<file path="config.mk">
export PLATFORM = sky130hd
export DESIGN_NAME = data_bus_initiator
export DESIGN_NICKNAME = d
export VERILOG_FILES = /design/src/rtl/data_bus_initiator.sv
export SDC_FILE = /design/constraint.sdc
export NUM_CORES = 1
export LEC_CHECK = 0
export ABC_AREA = 0
export CORE_MARGIN = 2
export CORE_UTILIZATION = 43
export DETAILED_ROUTE_END_ITERATION = 8
export GPL_TIMING_DRIVEN = 1
export PLACE_DENSITY = 0.8
export SYNTH_ARGS = -nofsm -noshare
export SYNTH_HDL_FRONTEND = slang
export SYNTH_SLANG_ARGS = --single-unit
export TNS_END_PERCENT = 100
</file>
<file path="constraint.sdc">
create_clock -name clk -period 2.8 [get_ports clk]
set_input_delay 0.56 -clock clk [delete_from_list [all_inputs] [get_ports clk]]
set_output_delay 0.56 -clock clk [all_outputs]
set_load 0.02 [all_outputs]
</file>
<file path="src/rtl/data_bus_initiator.sv">
// data_bus_initiator: issues single read/write cycles on the data_m peripheral
// bus from a valid/ready request channel. The result comes back on a valid/ready
// response channel. A bus cycle that gets no ack ends with an error after
// TIMEOUT_CYCLES.
module data_bus_initiator #(
  parameter int ADDR_WIDTH     = 19,
  parameter int TIMEOUT_CYCLES = 255
) (
  input  logic                  clk,
  input  logic                  reset,
  input  logic                  req_valid,
  output logic                  req_ready,
  input  logic [ADDR_WIDTH:1]   req_addr,
  input  logic                  req_wr,
  input  logic [1:0]            req_bytesel,
  input  logic [15:0]           req_wdata,
  output logic                  rsp_valid,
  input  logic                  rsp_ready,
  output logic [15:0]           rsp_rdata,
  output logic                  rsp_error,
  output logic [ADDR_WIDTH:1]   data_m_addr,
  output logic [15:0]           data_m_data_out,
  input  logic [15:0]           data_m_data_in,
  output logic [1:0]            data_m_bytesel,
  output logic                  data_m_wr_en,
  output logic                  data_m_access,
  input  logic                  data_m_ack
);

  localparam int CNT_W = (TIMEOUT_CYCLES < 2) ? 1 : $clog2(TIMEOUT_CYCLES);
  localparam logic [CNT_W-1:0] TMO_LAST =
    CNT_W'((TIMEOUT_CYCLES == 0) ? 0 : TIMEOUT_CYCLES - 1);
  localparam logic TMO_EN = (TIMEOUT_CYCLES != 0);

  typedef enum logic [1:0] {
    IDLE    = 2'd0,
    ACCESS  = 2'd1,
    RESPOND = 2'd2
  } state_t;

  state_t                state_q, state_d;
  logic [CNT_W-1:0]      cnt_q, cnt_d;
  logic                  access_q, access_d;
  logic                  wr_en_q, wr_en_d;
  logic [1:0]            bytesel_q, bytesel_d;
  logic [ADDR_WIDTH:1]   addr_q, addr_d;
  logic [15:0]           wdata_q, wdata_d;
  logic                  rsp_valid_q, rsp_valid_d;
  logic [15:0]           rsp_rdata_q, rsp_rdata_d;
  logic                  rsp_error_q, rsp_error_d;

  // Counter stops at all-ones so a disabled timeout never wraps.
  function automatic logic [CNT_W-1:0] sat_inc(input logic [CNT_W-1:0] v);
    return (v == {CNT_W{1'b1}}) ? v : v + 1'b1;
  endfunction

  // Next-state and next-output decode for the request/access/respond sequence.
  always_comb begin
    state_d     = state_q;
    cnt_d       = cnt_q;
    access_d    = access_q;
    wr_en_d     = wr_en_q;
    bytesel_d   = bytesel_q;
    addr_d      = addr_q;
    wdata_d     = wdata_q;
    rsp_valid_d = rsp_valid_q;
    rsp_rdata_d = rsp_rdata_q;
    rsp_error_d = rsp_error_q;
    unique case (state_q)
      IDLE: begin
        if (req_valid) begin
          if (req_bytesel == 2'b00) begin
            // No lanes selected: reject without touching the bus.
            rsp_valid_d = 1'b1;
            rsp_error_d = 1'b1;
            rsp_rdata_d = 16'hFFFF;
            state_d     = RESPOND;
          end else begin
            addr_d    = req_addr;
            wdata_d   = req_wdata;
            wr_en_d   = req_wr;
            bytesel_d = req_bytesel;
            access_d  = 1'b1;
            cnt_d     = '0;
            state_d   = ACCESS;
          end
        end
      end
      ACCESS: begin
        cnt_d = sat_inc(cnt_q);
        if (data_m_ack || (TMO_EN && cnt_q == TMO_LAST)) begin
          // Ack takes priority over a timeout in the same cycle.
          access_d    = 1'b0;
          wr_en_d     = 1'b0;
          bytesel_d   = 2'b00;
          rsp_valid_d = 1'b1;
          rsp_error_d = !data_m_ack;
          if (!data_m_ack)
            rsp_rdata_d = 16'hFFFF;
          else
            rsp_rdata_d = wr_en_q ? 16'h0000 : data_m_data_in;
          state_d = RESPOND;
        end
      end
      RESPOND: begin
        if (rsp_ready) begin
          rsp_valid_d = 1'b0;
          state_d     = IDLE;
        end
      end
      default: state_d = IDLE;
    endcase
  end

  // State and registered outputs; reset drops the bus cycle immediately.
  always_ff @(posedge clk or posedge reset) begin
    if (reset) begin
      state_q     <= IDLE;
      cnt_q       <= '0;
      access_q    <= 1'b0;
      wr_en_q     <= 1'b0;
      bytesel_q   <= 2'b00;
      addr_q      <= '0;
      wdata_q     <= 16'h0000;
      rsp_valid_q <= 1'b0;
      rsp_rdata_q <= 16'h0000;
      rsp_error_q <= 1'b0;
    end else begin
      state_q     <= state_d;
      cnt_q       <= cnt_d;
      access_q    <= access_d;
      wr_en_q     <= wr_en_d;
      bytesel_q   <= bytesel_d;
      addr_q      <= addr_d;
      wdata_q     <= wdata_d;
      rsp_valid_q <= rsp_valid_d;
      rsp_rdata_q <= rsp_rdata_d;
      rsp_error_q <= rsp_error_d;
    end
  end

  assign req_ready       = (state_q == IDLE);
  assign rsp_valid       = rsp_valid_q;
  assign rsp_rdata       = rsp_rdata_q;
  assign rsp_error       = rsp_error_q;
  assign data_m_addr     = addr_q;
  assign data_m_data_out = wdata_q;
  assign data_m_bytesel  = bytesel_q;
  assign data_m_wr_en    = wr_en_q;
  assign data_m_access   = access_q;

endmodule
</file>
== Yosys cells after proc, flatten, opt, wreduce, memory -nomap -nowiden ==
Index checks and enable logic that the tools add are counted.
Operators by class
  equality and inequality tests: 10
  bitwise gates (word level): 1
  $add $sub $neg: 1
  reductions and logical operators: 12
  muxes and demuxes: 33
Operator list (count)
  $mux W16: 5
  $pmux W16 S2: 1
  $mux W8: 3
  $eq A8 B8 Y1 const B: 2
  $pmux W8 S2: 1
  $mux W2: 7
  $reduce_and A4 Y1: 3
  $mux W1: 10
  $ne A2 B2 Y1 const B: 5
  $add A8 B1 Y8 const B: 1
  $pmux W1 S2: 3
  $pmux W2 S3: 1
  $reduce_and A3 Y1: 2
  $reduce_and A5 Y1: 1
  $logic_not A2 Y1: 2
  $pmux W2 S2: 1
  $pmux W1 S3: 1
  $reduce_bool A3 Y1: 1
  $eq A2 B1 Y1 const B: 1
  $eq A2 B2 Y1 const B: 1
  $ne A2 B1 Y1 const B: 1
  $reduce_bool A2 Y1: 1
  $logic_not A1 Y1: 1
  $logic_or A1 B1 Y1: 1
  $not A1 Y1: 1
Word-level totals
  input port bits: 59
  output and inout port bits: 58
  word-level logic and storage cells: 67
  register bits after elaboration: 67

== Logic depth before layout (Yosys ltp) ==
  word-level depth: 4
  gate-level depth with buffers: 8
  depth with buffers taken out: 6

== Least setup slack after synthesis ==
No wires, ideal clock.
  kind: input-to-reg
  start point: input req_bytesel[1]
  end point: register rsp_rdata_q[0], in the netlist rsp_rdata[0]
  setup time: 65 ps
  data required time: 2735 ps
  path slack: 1186 ps
  cell stages on the path: 6
  buffers on the path: 2
  arrival: 1549 ps
  cell sequence: or3b_1 a21oi_1 and2_4 buf_8 buf_8 o22a_1
On the way
  longest elaborated chain between the ends: 3
RTL lines
  from (decl): RTL line 15  | input logic [1:0] req_bytesel,
  $logic_not A2 Y1: RTL line 72  | if (req_bytesel == 2'b00) begin
  $ne A2 B1 Y1 (no line)
  $reduce_and A4 Y1 (no line)
  to (signal assigned): RTL line 137  | rsp_rdata_q <= rsp_rdata_d;
  to (decl): RTL line 49  | logic [15:0] rsp_rdata_q, rsp_rdata_d;
Every way passes these cells.
A chain may end at the register's enable or synchronous reset.

== Final worst setup path ==
  start point: register wr_en_q, in the netlist data_m_wr_en
  end point: output data_m_wr_en
RTL lines
  from (decl): RTL line 44  | logic wr_en_q, wr_en_d;
  from (signal assigned): RTL line 132  | wr_en_q <= wr_en_d;
  to (decl): RTL line 25  | output logic data_m_wr_en,
No word-level cell between the ends.

==> run metrics <==
GPL Wtd Cong 0.784; htree depth 3; syn_area_per_cell 10.0 um^2; initial drt markers 123; maxcap violations 0; status completed; most common cell after layout, fill and taps aside clkdlybuf4s50_1; Worst Path Required 2.24 ns; CTS tree built; Worst-path clk slew 0.07 ns; Starting Density 0.446; Die Area 7250 um^2; Ant. Diodes 0; critical path class reg2out; Vias 2402; Root Driver clkbuf_8; Startpoint Class flop; Port Buffer Count 116; cts repair resizes 0; post-route cell area 4270 um^2; Avg WL per Cell 14.0 um; Hold WS 0.473 ns; post-synthesis cell type count 37; Yosys reg bits 67; Post-CTS Hold Buffers 0; Critical Path Max Stage Delay 0.72 ns; Seq/Total Area, Yosys 0.592; Slew @ Worst Pin 0.589 ns; final setup vio count 0; Hold Vio Cnt, Final 0; delay-heaviest family, CP flip-flops; Max VDD drop 0.597 mV; DP Area 4060 um^2; Max Buffers Root-to-Sink 2; first-pass GRT wire length 11200 um; vias in the first global route 2440; Power Total 4.51 mW; Tcrit/Tclk final 0.829; 1st-pass router iterations 4; most frequent cells in the layout 116 x clkdlybuf4s50_1, 113 x nand2_1, 67 x dfrtp_1, 17 x nor2b_1, 16 x o22a_1; mapped cell area 2830 um^2; clock skew 0.00692 ns; unrepaired setup endpoints after global routing no; Leak 1.95 nW; nature of the critical path endpoint output port; placed cell count 468; critical path cell sequence clkdlybuf4s50_1; Worst Path Buf+Inv 1; postcts setup bufs 0; Area Overhead vs Synth 50.8%; Ys Warns 0; Core ar. 6350 um^2; Fin Setup TNS 0 ns; critical path fanouts, max 18; final cell count without fillers 484; Rows 29; TritonCTS Buffers 9; gr ovfl total 0; nets@finish 463; Skew-Pair Late Insertion Delay 0.33 ns; hpwl dp 4860 um; fmax 431 MHz; initial antenna violation count 0; routed vias/inst 4.96; largest net degree at the start of global routing 40; clock sink count 67; Slew Viols, Final 0; Crit-path slowest cell dfrtp_1; synthesized instance count 283; Die Height 85.1 um; Pwr per Cell Area 1060 nW/um^2; number of antenna-violating nets in the routed design 0; Routed Wire Length 6800 um; Die X-Extent 85.1 um; CP arrival 1.76 ns; share of cells above drive strength 1 0.0737; Max-slew headroom 0.606; # IOs 117; Post-Syn Nets 344; worst hold path type reg2reg; post-route minimum period 2.32 ns; Remaining DRCs 0; GRT Util Overall 0.193
-- worst register-to-register path, stage by stage (launching register included) --
cell and delay, ns:
dfrtp_1 0.53, inv_2 0.10, a21o_1 0.24, or4_1 0.52
a21oi_1 0.16
-- logic make-up after synthesis --
kind of cell	Yosys count	share of synthesized area
muxes	1	0.00354
AOI/OAI and AO/OA	41	0.115
adders and majority gates	2	0.00884
buffers and inverters	19	0.0362
and+or+nand+nor	153	0.244
DFF	67	0.592
-- state kept, by name, indices dropped and copies added (netlist names), 2 cells and up --
name and flops:
data_m_addr 19, data_m_bytesel 2, cnt_q 8, data_m_data_out 16
state_q 2, rsp_rdata 16
-- per-layer routing --
layer  track usage  up-vias  share of wire
met1         0.252     1130           0.44
met3        0.0554        7          0.080
li1              -     1172              -
met4        0.0750        0          0.014
met2         0.305       93           0.46
met5             0        -              0
-- worst paths after layout --
path                                startpoint             endpoint  slack, ns  cells past startpoint
max                               data_m_wr_en         data_m_wr_en       0.48                      1
min                        data_m_data_out[14]  data_m_data_out[14]       0.47                      2
max reg2reg                         state_q[0]             cnt_q[4]       1.19                      4
min reg2reg                data_m_data_out[14]  data_m_data_out[14]       0.47                      2
max in group asynchronous                reset        rsp_rdata[14]       1.54                      3
min in group asynchronous                reset       data_m_addr[5]       0.57                      2
-- final cells by class --
type / instances / area [um^2]
fill: 494 / 2080
tap: 77 / 96.3
timing repair buffer: 122 / 1210
multi-input combinational: 197 / 1060
clock inverter: 3 / 43.8
sequential: 67 / 1680
inverter: 5 / 18.8
clock buffer: 13 / 169
-- Yosys cell counts (all sizes together) --
cell / n / share of area
nand4: 2 / 0.0066
and2b: 1 / 0.0027
a22o: 3 / 0.0093
mux2i: 1 / 0.0035
nor2: 2 / 0.0027
or4: 4 / 0.011
o31ai: 5 / 0.013
a211o: 1 / 0.0031
nor3: 4 / 0.011
and2: 2 / 0.0053
o21a: 1 / 0.0027
o21ai: 3 / 0.0066
o22a: 16 / 0.049
nand3: 2 / 0.0035
buf: 7 / 0.020
dfrtp: 67 / 0.59
nand2: 113 / 0.15
or3b: 1 / 0.0031
a21oi: 6 / 0.011
nand2b: 2 / 0.0044
or3: 2 / 0.0044
inv: 5 / 0.0066
a2bb2oi: 1 / 0.0053
ha: 2 / 0.0088
o211ai: 2 / 0.0071
nor2b: 17 / 0.038
nand3b: 1 / 0.0027
clkbuf: 7 / 0.0093
a21o: 3 / 0.0080
-- report_power, final --
group | internal [mW] | switching (mW) | total [mW]
registers | 1.36 | 0.275 | 1.63
clock network | 0.487 | 0.352 | 0.839
logic | 0.992 | 1.05 | 2.04
-- per-stage QoR --
| stage | worst slack (ns) | util |
|---|---|---|
| after floorplan | 0.557 | - |
| after global placement | 0.636 | 0.639 |
| after detailed placement | 0.537 | 0.639 |
| after CTS | 0.463 | 0.672 |
| after global routing | 0.383 | 0.672 |
| final | 0.480 | 0.672 |
Power figures use the tool's default switching activity.
